==> src/rtl/pkt_ingress_arbiter.sv <==
// Packet-atomic round-robin arbiter feeding a single AXI4-Stream ingress through a 2-entry FIFO.
// Optional per-source packet counters are enabled with the PKT_ARB_STATS_EN macro.
module pkt_ingress_arbiter #(
    parameter int AXI_WIDTH = 64,
    parameter int NUM_SRC   = 4
) (
    input  logic                                 clk_i,
    input  logic                                 rst_i,
    input  logic [NUM_SRC-1:0][AXI_WIDTH-1:0]    s_tdata_i,
    input  logic [NUM_SRC-1:0]                   s_tvalid_i,
    input  logic [NUM_SRC-1:0]                   s_tlast_i,
    output logic [NUM_SRC-1:0]                   s_tready_o,
    output logic [AXI_WIDTH-1:0]                 m_tdata_o,
    output logic                                 m_tvalid_o,
    output logic                                 m_tlast_o,
    input  logic                                 m_tready_i,
    output logic [NUM_SRC-1:0]                   grant_o,
    output logic                                 busy_o
`ifdef PKT_ARB_STATS_EN
    ,
    output logic [NUM_SRC-1:0][31:0]             pkt_count_o
`endif
);

    localparam int GW = $clog2(NUM_SRC);

    typedef enum logic {
        ST_IDLE   = 1'b0,
        ST_LOCKED = 1'b1
    } state_t;

    function automatic logic [NUM_SRC-1:0] to_onehot(input logic [GW-1:0] idx);
        logic [NUM_SRC-1:0] v;
        v      = '0;
        v[idx] = 1'b1;
        return v;
    endfunction

    state_t                 state_r, state_nxt_s;
    logic [GW-1:0]          grant_r, grant_nxt_s;
    logic [GW-1:0]          last_grant_r, last_grant_nxt_s;
    logic [GW-1:0]          pick_s;
    logic                   pick_found_s;
    logic [1:0]             count_r, count_nxt_s;
    logic [AXI_WIDTH-1:0]   head_data_r, tail_data_r;
    logic                   head_last_r, tail_last_r;
    logic                   valid_r;
    logic                   push_s, pop_s;
    logic [AXI_WIDTH-1:0]   in_data_s;
    logic                   in_last_s;

    // Ready is only ever high for the owner, so any ready&valid overlap is the owner's beat.
    assign push_s     = |(s_tready_o & s_tvalid_i);
    assign pop_s      = valid_r & m_tready_i;
    assign in_data_s  = s_tdata_i[grant_r];
    assign in_last_s  = s_tlast_i[grant_r];
    assign m_tvalid_o = valid_r;
    assign m_tdata_o  = head_data_r;
    assign m_tlast_o  = head_last_r;

    // Round-robin search upward from the source after the previous winner.
    always_comb begin
        logic [GW-1:0] cand;
        pick_s       = last_grant_r;
        pick_found_s = 1'b0;
        cand         = '0;
        for (int i = 1; i <= NUM_SRC; i++) begin
            cand = GW'((int'(last_grant_r) + i) % NUM_SRC);
            if (!pick_found_s && s_tvalid_i[cand]) begin
                pick_s       = cand;
                pick_found_s = 1'b1;
            end else begin
                pick_s       = pick_s;
            end
        end
    end

    // Arbitration state machine: lock on a source until its tlast beat is accepted.
    always_comb begin
        state_nxt_s      = state_r;
        grant_nxt_s      = grant_r;
        last_grant_nxt_s = last_grant_r;
        case (state_r)
            ST_IDLE: begin
                if (pick_found_s) begin
                    state_nxt_s      = ST_LOCKED;
                    grant_nxt_s      = pick_s;
                    last_grant_nxt_s = pick_s;
                end else begin
                    state_nxt_s      = ST_IDLE;
                end
            end
            ST_LOCKED: begin
                if (push_s && in_last_s) begin
                    state_nxt_s = ST_IDLE;
                end else begin
                    state_nxt_s = ST_LOCKED;
                end
            end
            default: state_nxt_s = ST_IDLE;
        endcase
    end

    // FIFO occupancy; push and pop together leave the count unchanged.
    always_comb begin
        count_nxt_s = count_r;
        case ({push_s, pop_s})
            2'b10:   count_nxt_s = count_r + 2'd1;
            2'b01:   count_nxt_s = count_r - 2'd1;
            default: count_nxt_s = count_r;
        endcase
    end

    // Control registers; outputs are precomputed from next-state so they come straight from flops.
    always_ff @(posedge clk_i) begin
        if (rst_i) begin
            state_r      <= ST_IDLE;
            grant_r      <= '0;
            last_grant_r <= GW'(NUM_SRC - 1);
            count_r      <= 2'd0;
            valid_r      <= 1'b0;
            s_tready_o   <= '0;
            grant_o      <= '0;
            busy_o       <= 1'b0;
        end else begin
            state_r      <= state_nxt_s;
            grant_r      <= grant_nxt_s;
            last_grant_r <= last_grant_nxt_s;
            count_r      <= count_nxt_s;
            valid_r      <= (count_nxt_s != 2'd0);
            s_tready_o   <= ((state_nxt_s == ST_LOCKED) && (count_nxt_s != 2'd2)) ?
                            to_onehot(grant_nxt_s) : '0;
            grant_o      <= (state_nxt_s == ST_LOCKED) ? to_onehot(grant_nxt_s) : '0;
            busy_o       <= (state_nxt_s == ST_LOCKED);
        end
    end

    // Two-entry shifting FIFO: the head register drives the output directly and only moves on pop.
    always_ff @(posedge clk_i) begin
        if (rst_i) begin
            head_data_r <= '0;
            head_last_r <= 1'b0;
            tail_data_r <= '0;
            tail_last_r <= 1'b0;
        end else begin
            case ({push_s, pop_s})
                2'b10: begin
                    if (count_r == 2'd0) begin
                        head_data_r <= in_data_s;
                        head_last_r <= in_last_s;
                    end else begin
                        tail_data_r <= in_data_s;
                        tail_last_r <= in_last_s;
                    end
                end
                2'b01: begin
                    head_data_r <= tail_data_r;
                    head_last_r <= tail_last_r;
                end
                2'b11: begin
                    if (count_r == 2'd1) begin
                        head_data_r <= in_data_s;
                        head_last_r <= in_last_s;
                    end else begin
                        head_data_r <= tail_data_r;
                        head_last_r <= tail_last_r;
                        tail_data_r <= in_data_s;
                        tail_last_r <= in_last_s;
                    end
                end
                default: begin
                    head_data_r <= head_data_r;
                    head_last_r <= head_last_r;
                end
            endcase
        end
    end

`ifdef PKT_ARB_STATS_EN
    logic [31:0] pkt_count_r [NUM_SRC];

    for (genvar g = 0; g < NUM_SRC; g++) begin : g_stats
        // Saturating count of completed packets from source g.
        always_ff @(posedge clk_i) begin
            if (rst_i) begin
                pkt_count_r[g] <= 32'd0;
            end else if (push_s && in_last_s && (grant_r == GW'(g)) &&
                         (pkt_count_r[g] != 32'hFFFF_FFFF)) begin
                pkt_count_r[g] <= pkt_count_r[g] + 32'd1;
            end else begin
                pkt_count_r[g] <= pkt_count_r[g];
            end
        end
        assign pkt_count_o[g] = pkt_count_r[g];
    end
`endif

endmodule

==> config.mk <==
export PLATFORM = sky130hd
export DESIGN_NAME = pkt_ingress_arbiter
export DESIGN_NICKNAME = d
export VERILOG_FILES = /design/src/rtl/pkt_ingress_arbiter.sv
export SDC_FILE = /design/constraint.sdc
export NUM_CORES = 1
export LEC_CHECK = 0
export CORE_AREA = 3 3 173 175
export CTS_BUF_LIST = sky130_fd_sc_hd__clkbuf_8 sky130_fd_sc_hd__clkbuf_16
export DETAILED_ROUTE_END_ITERATION = 16
export DIE_AREA = 0 0 176 178
export GPL_ROUTABILITY_DRIVEN = 1
export PLACE_DENSITY = 0.63
export SKIP_CTS_REPAIR_TIMING = 1
export SLEW_MARGIN = 20
export SYNTH_ARGS = -nofsm -noshare
export SYNTH_HDL_FRONTEND = slang
export SYNTH_SLANG_ARGS = --single-unit
==> constraint.sdc <==
create_clock -name clk_i -period 3.6 [get_ports clk_i]
set_clock_uncertainty 0.15 [all_clocks]
set_input_delay 0.72 -clock clk_i [delete_from_list [all_inputs] [get_ports clk_i]]
set_output_delay 0.72 -clock clk_i [all_outputs]
set_load 0.01 [all_outputs]
**Yosys cells after proc, flatten, opt, wreduce, memory -nomap -nowiden**

Index checks and enable logic that the tools add are counted.
W data, S select, Z words.

- Equal/unequal tests: 8
- Reductions and logical operators: 19
- Muxes and demuxes: 40
- Bitwise gates (word level): 5
- $lt $le $gt $ge: 7
- Add/sub/neg operators: 6

Operator list:

| cell | number |
|---|---|
| $mux W64 | 5 |
| $pmux W64 S3 | 1 |
| $bmux W64 S2 | 1 |
| $pmux W64 S2 | 1 |
| $lt A2 B3 Y1 const B | 6 |
| $mux W1 | 16 |
| $mux W2 | 6 |
| $bmux W1 S2 | 5 |
| $ne A2 B2 Y1 const B | 4 |
| $add A2 B1 Y2 const B | 3 |
| $logic_and A1 B1 Y1 | 6 |
| $add A2 B2 Y2 const B | 2 |
| $and A4 B4 Y4 | 1 |
| $eq A2 B1 Y1 const B | 2 |
| $eq A2 B2 Y1 const B | 2 |
| $pmux W1 S2 | 2 |
| $pmux W2 S2 | 1 |
| $reduce_and A2 Y1 | 2 |
| $reduce_bool A2 Y1 | 2 |
| $reduce_or A2 Y1 | 2 |
| $reduce_or A4 Y1 | 1 |
| $logic_not A1 Y1 | 3 |
| $not A1 Y1 | 3 |
| $pmux W1 S3 | 1 |
| other kinds (7) | 7 |

- Logic and storage cells: 96
- Register bits: 146
- Output and inout port bits: 75

**Longest topological paths before layout**

- Depth after elaboration: 19
- Depth in mapped cells: 10

**Worst setup path after synthesis**

Ideal clock, no wire load.

- Kind: input-to-reg
- From: input port s_tvalid_i[1]
- To: register tail_data_r[10]
- Arrival time: 2.325 ns
- Library setup time: 0.070 ns
- Data required time: 3.380 ns
- Setup slack: 1.055 ns
- Path buffers: 2
- Cell stages on the path: 9
- Cells stage by stage: a22oi_1 > nand2_1 > ha_1 > o21ai_0 > a21o_1 > clkbuf_1 > buf_1 > nand2_1 > a21oi_1

- Longest elaborated chain between the ends: 5

RTL lines:

| element | RTL line | text |
|---|---|---|
| start: declaration | 10 | `input logic [NUM_SRC-1:0] s_tvalid_i,` |
| $and A4 B4 Y4 (*) | 53 | `assign push_s = \|(s_tready_o & s_tvalid_i);` |
| $reduce_or A4 Y1 (*) | 53 |  |
| $eq A2 B2 Y1 | 146 | `case ({push_s, pop_s})` |
| $ne A2 B2 Y1 (no source line) / $reduce_bool A2 Y1 (equally long branches) | n/a |  |
| $reduce_and A3 Y1 (no source line) | n/a |  |
| end signal: assignment | 152 | `tail_data_r <= in_data_s;` |
| end signal: assignment | 167 | `tail_data_r <= in_data_s;` |
| end: declaration | 45 | `logic [AXI_WIDTH-1:0] head_data_r, tail_data_r;` |

Every way passes the cells marked *; elsewhere a longest branch is shown, timed or not.
A chain may end at the register's enable or synchronous reset.

**Final worst setup path**

- From: input port s_tvalid_i[0]
- To: register head_data_r[3] (netlist: m_tdata_o[3])

- Longest elaborated chain between the ends: 5

RTL lines:

| element | RTL line | text |
|---|---|---|
| $and A4 B4 Y4 (*) | 53 |  |
| $reduce_or A4 Y1 (*) | 53 |  |
| $eq A2 B2 Y1 / $eq A2 B1 Y1 (equally long branches) | 146 |  |
| $ne A2 B2 Y1 (no source line) / $reduce_bool A3 Y1 (equally long branches) | n/a |  |
| $reduce_and A2 Y1 (no source line) | n/a |  |
| end signal: assignment | 149 | `head_data_r <= in_data_s;` |
| end signal: assignment | 157 | `head_data_r <= tail_data_r;` |
| end signal: assignment | 162 | `head_data_r <= in_data_s;` |
| end: declaration | 45 |  |

Marked as above.

==> flow_metrics.tcl <==
set metrics [dict create \
    cts_buffers 17 \
    synth_cell_types 31 \
    fin_crit_sh_pct 88.21 \
    holdPathStages 2 \
    final.setup.worst_slack_ns 0.4245 \
    portBuffers 341 \
    timing.hold.ws_ns 0.3037 \
    synth.cell_area_sq_mm 0.007088 \
    start_kind "input port" \
    syn_inst 747 \
    setup_tns_ns 0 \
    worstPathMaxFanout 35 \
    vias 7080 \
    cts_sinks 146 \
    p_leak_nw 3.966 \
    worstPathArrival_ns 3.35 \
    detail_route.wl_per_cell_um 17.76 \
    grt-ovfl-total 0 \
    nets 1332 \
    grt.total_usage_pct 15.95 \
    postSynthAreaPerCell_sq_um 9.489 \
    drt_iter0_drc 597 \
    cp.buffers_inverters 3 \
    core_area_sq_mm 0.02863 \
    synth-main-ff-cell "dfxtp_1" \
    area_growth_pct 62.51 \
    dieArea_sq_mm 0.03133 \
    seq_area_frac_synth_pct 41.24 \
    drive_gt1_share_pct 12.41 \
    hold_viol 0 \
    rr_worst_depth 9 \
    netlist.area_leader.share_pct 41.24 \
    drc_errors 0 \
    end_kind "register" \
    synth_fp_nets 1020 \
    row_count 62 \
    htreeDepth 4 \
    synth_edf_count 0 \
    tightest_slew_ns 1.075 \
    max_stage_delay_ns 0.82 \
    power_density_mw_per_mm2 476.5 \
    cts.clk_slew.worst_paths_ns 0.06 \
    wl_um 25860 \
    rsz0062_at_grt "false" \
    path_class "in2reg" \
    hold_path_class "reg2reg" \
    fmax_mhz 314.9 \
    ctsRootBufferMaster "clkbuf_16" \
    clk_latency_ns 0.42 \
    finalCriticalPeriod_ns 3.175 \
    grt_start_max_net_pins 71 \
    diodes 0 \
    dpl_cell_area_sq_mm 0.01098 \
    drv_slew 0 \
    place_congestion 0.7364 \
    outcome "finished, final reports clean" \
    cp.depth 10 \
    crit_family "simple AND/OR/NAND/NOR gates" \
    slowest_stage "nor2_4" \
    cp_cell_sequence "clkdlybuf4s50_1, a22oi_1, nand2_1, inv_1, ha_1, a21oi_1, nor2_4, buf_4, a221oi_1, nor3_1" \
    detail_route.first_pass.iterations 5 \
    setup_viol 0 \
    dieHeight_um 178 \
    hpwl_um 18930 \
    viasPerCell 4.863 \
    ant_nets 0 \
    cp.required_ns 3.78 \
    relSlewSlack_pct 28.17 \
    max_cap_violations 0 \
    start_util_pct 24.76 \
    final_area_sq_mm 0.01152 \
    die_x_um 176 \
    synth_warnings 0 \
    first_global_vias 7075 \
    cts_tree "built" \
    synth.area.top_cells "dfxtp_1 (41%), mux4_2 (21%), a221oi_1 (8.0%)" \
    ys_ff_latch 146 \
    clockBufferDepth 2 \
    grt_antenna_before_repair 0 \
    ios 342 \
    yosysTopAreaCell "dfxtp_1" \
    grt_pass1_wl_um 39270 \
    synthArstFlopShare_pct 0 \
    ir_drop_uv 253.4 \
    dp_slack_ns 0.0006839 \
]
## logic make-up (layout without fill, tap and decap cells)
kind of cell	after synthesis	after routing	share of synthesized area (%)
multiplexers	66	66	20.79
buffers and inverters	80	405	4.625
AND/OR/NAND/NOR	295	295	17.23
adder cells (fa/ha/maj)	6	6	1.059
flip-flops	146	146	41.24
AO/OA/AOI/OAI	154	154	15.06
## power breakdown
part           internal (mW)  leakage [nW]  switching [mW]
clock                  0.907         0.259           0.746
combinational          0.963          2.51           0.837
sequential              1.87          1.20           0.165
total                   3.74          3.97            1.75
## path summary, 6_finish.rpt
kind / from / endpoint / slack (ns)
worst min register to register: tail_data_r[60] / tail_data_r[60] / 0.30
worst min-delay path: tail_data_r[60] / tail_data_r[60] / 0.30
worst max register to register: s_tready_o[0] / m_tdata_o[3] / 0.96
worst max-delay path: s_tvalid_i[0] / m_tdata_o[3] / 0.42
## synth_stat cells (all sizes together), types with 3 or more instances
library cell	instances
inv	9
a21oi	72
ha	6
dfxtp	146
nand2	134
nor3	68
clkbuf	49
nor2b	3
o21ai	4
nor2	81
mux4	65
buf	22
a221oi	65
## sequential cells by signal, indices dropped and copies added (netlist names)
| name | flops |
|---|---|
| grant_r | 2 |
| count_r | 2 |
| s_tready_o | 4 |
| m_tvalid_o | 1 |
| tail_data_r | 64 |
| grant_o | 4 |
| last_grant_r | 2 |
| state_r | 1 |
| tail_last_r | 1 |
| m_tdata_o | 64 |
| m_tlast_o | 1 |
## layout by cell type (no fill, tap or decap), types with 2 or more instances in the layout
master           count
a21o_2               2
a22oi_1              2
dfxtp_1            144
inv_6                5
mux4_2              65
nand3_1              2
nand2_1            133
buf_4               18
nand2b_1             2
nor2b_1              3
or2_2                2
ha_1                 6
clkinvlp_4           5
a21oi_4              2
dfxtp_4              2
buf_12               6
a21oi_1             70
o21ai_0              4
a221oi_1            65
inv_1               11
nor3_1              68
o221a_2              2
o31ai_1              2
clkdlybuf4s50_1    340
clkbuf_16           17
nor2_1              80
## through the flow
step                util (%)  instances  total power [mW]
finish                 40.24       1456             5.488
global route           40.24       1456             5.817
CTS                    40.24       1456             5.569
detailed placement     38.34       1424             3.890
global placement       38.34       1424             3.870
floorplan                  -        747             2.953
## layout make-up
class	count	area, sq um
Fill cell	2780	17110
Clock buffer	18	439.2
Multi-Input combinational cell	521	3872
Sequential cell	146	2930
Clock inverter	14	103.9
Inverter	9	33.78
Tap cell	384	480.5
Timing Repair Buffer	364	3659
## worst reg2reg max path: stages (launching register included)
cell and delay [ns]:
dfxtp_1 0.32, a22oi_1 0.17, nand2_1 0.16, inv_1 0.12, ha_1 0.18, a21oi_1 0.07
nor2_4 0.82, buf_4 0.30, a221oi_1 0.07, nor3_1 0.19
## routing by layer
layer | vias to the layer above | GRT usage [%] | routed length [um]
met5 | - | 0 | 0
met4 | 0 | 4.256 | 345
met1 | 3377 | 18.93 | 10480
li1 | 3389 | - | -
met2 | 296 | 27.81 | 12800
met3 | 18 | 5.194 | 2235
Power figures use the tool's default switching activity.
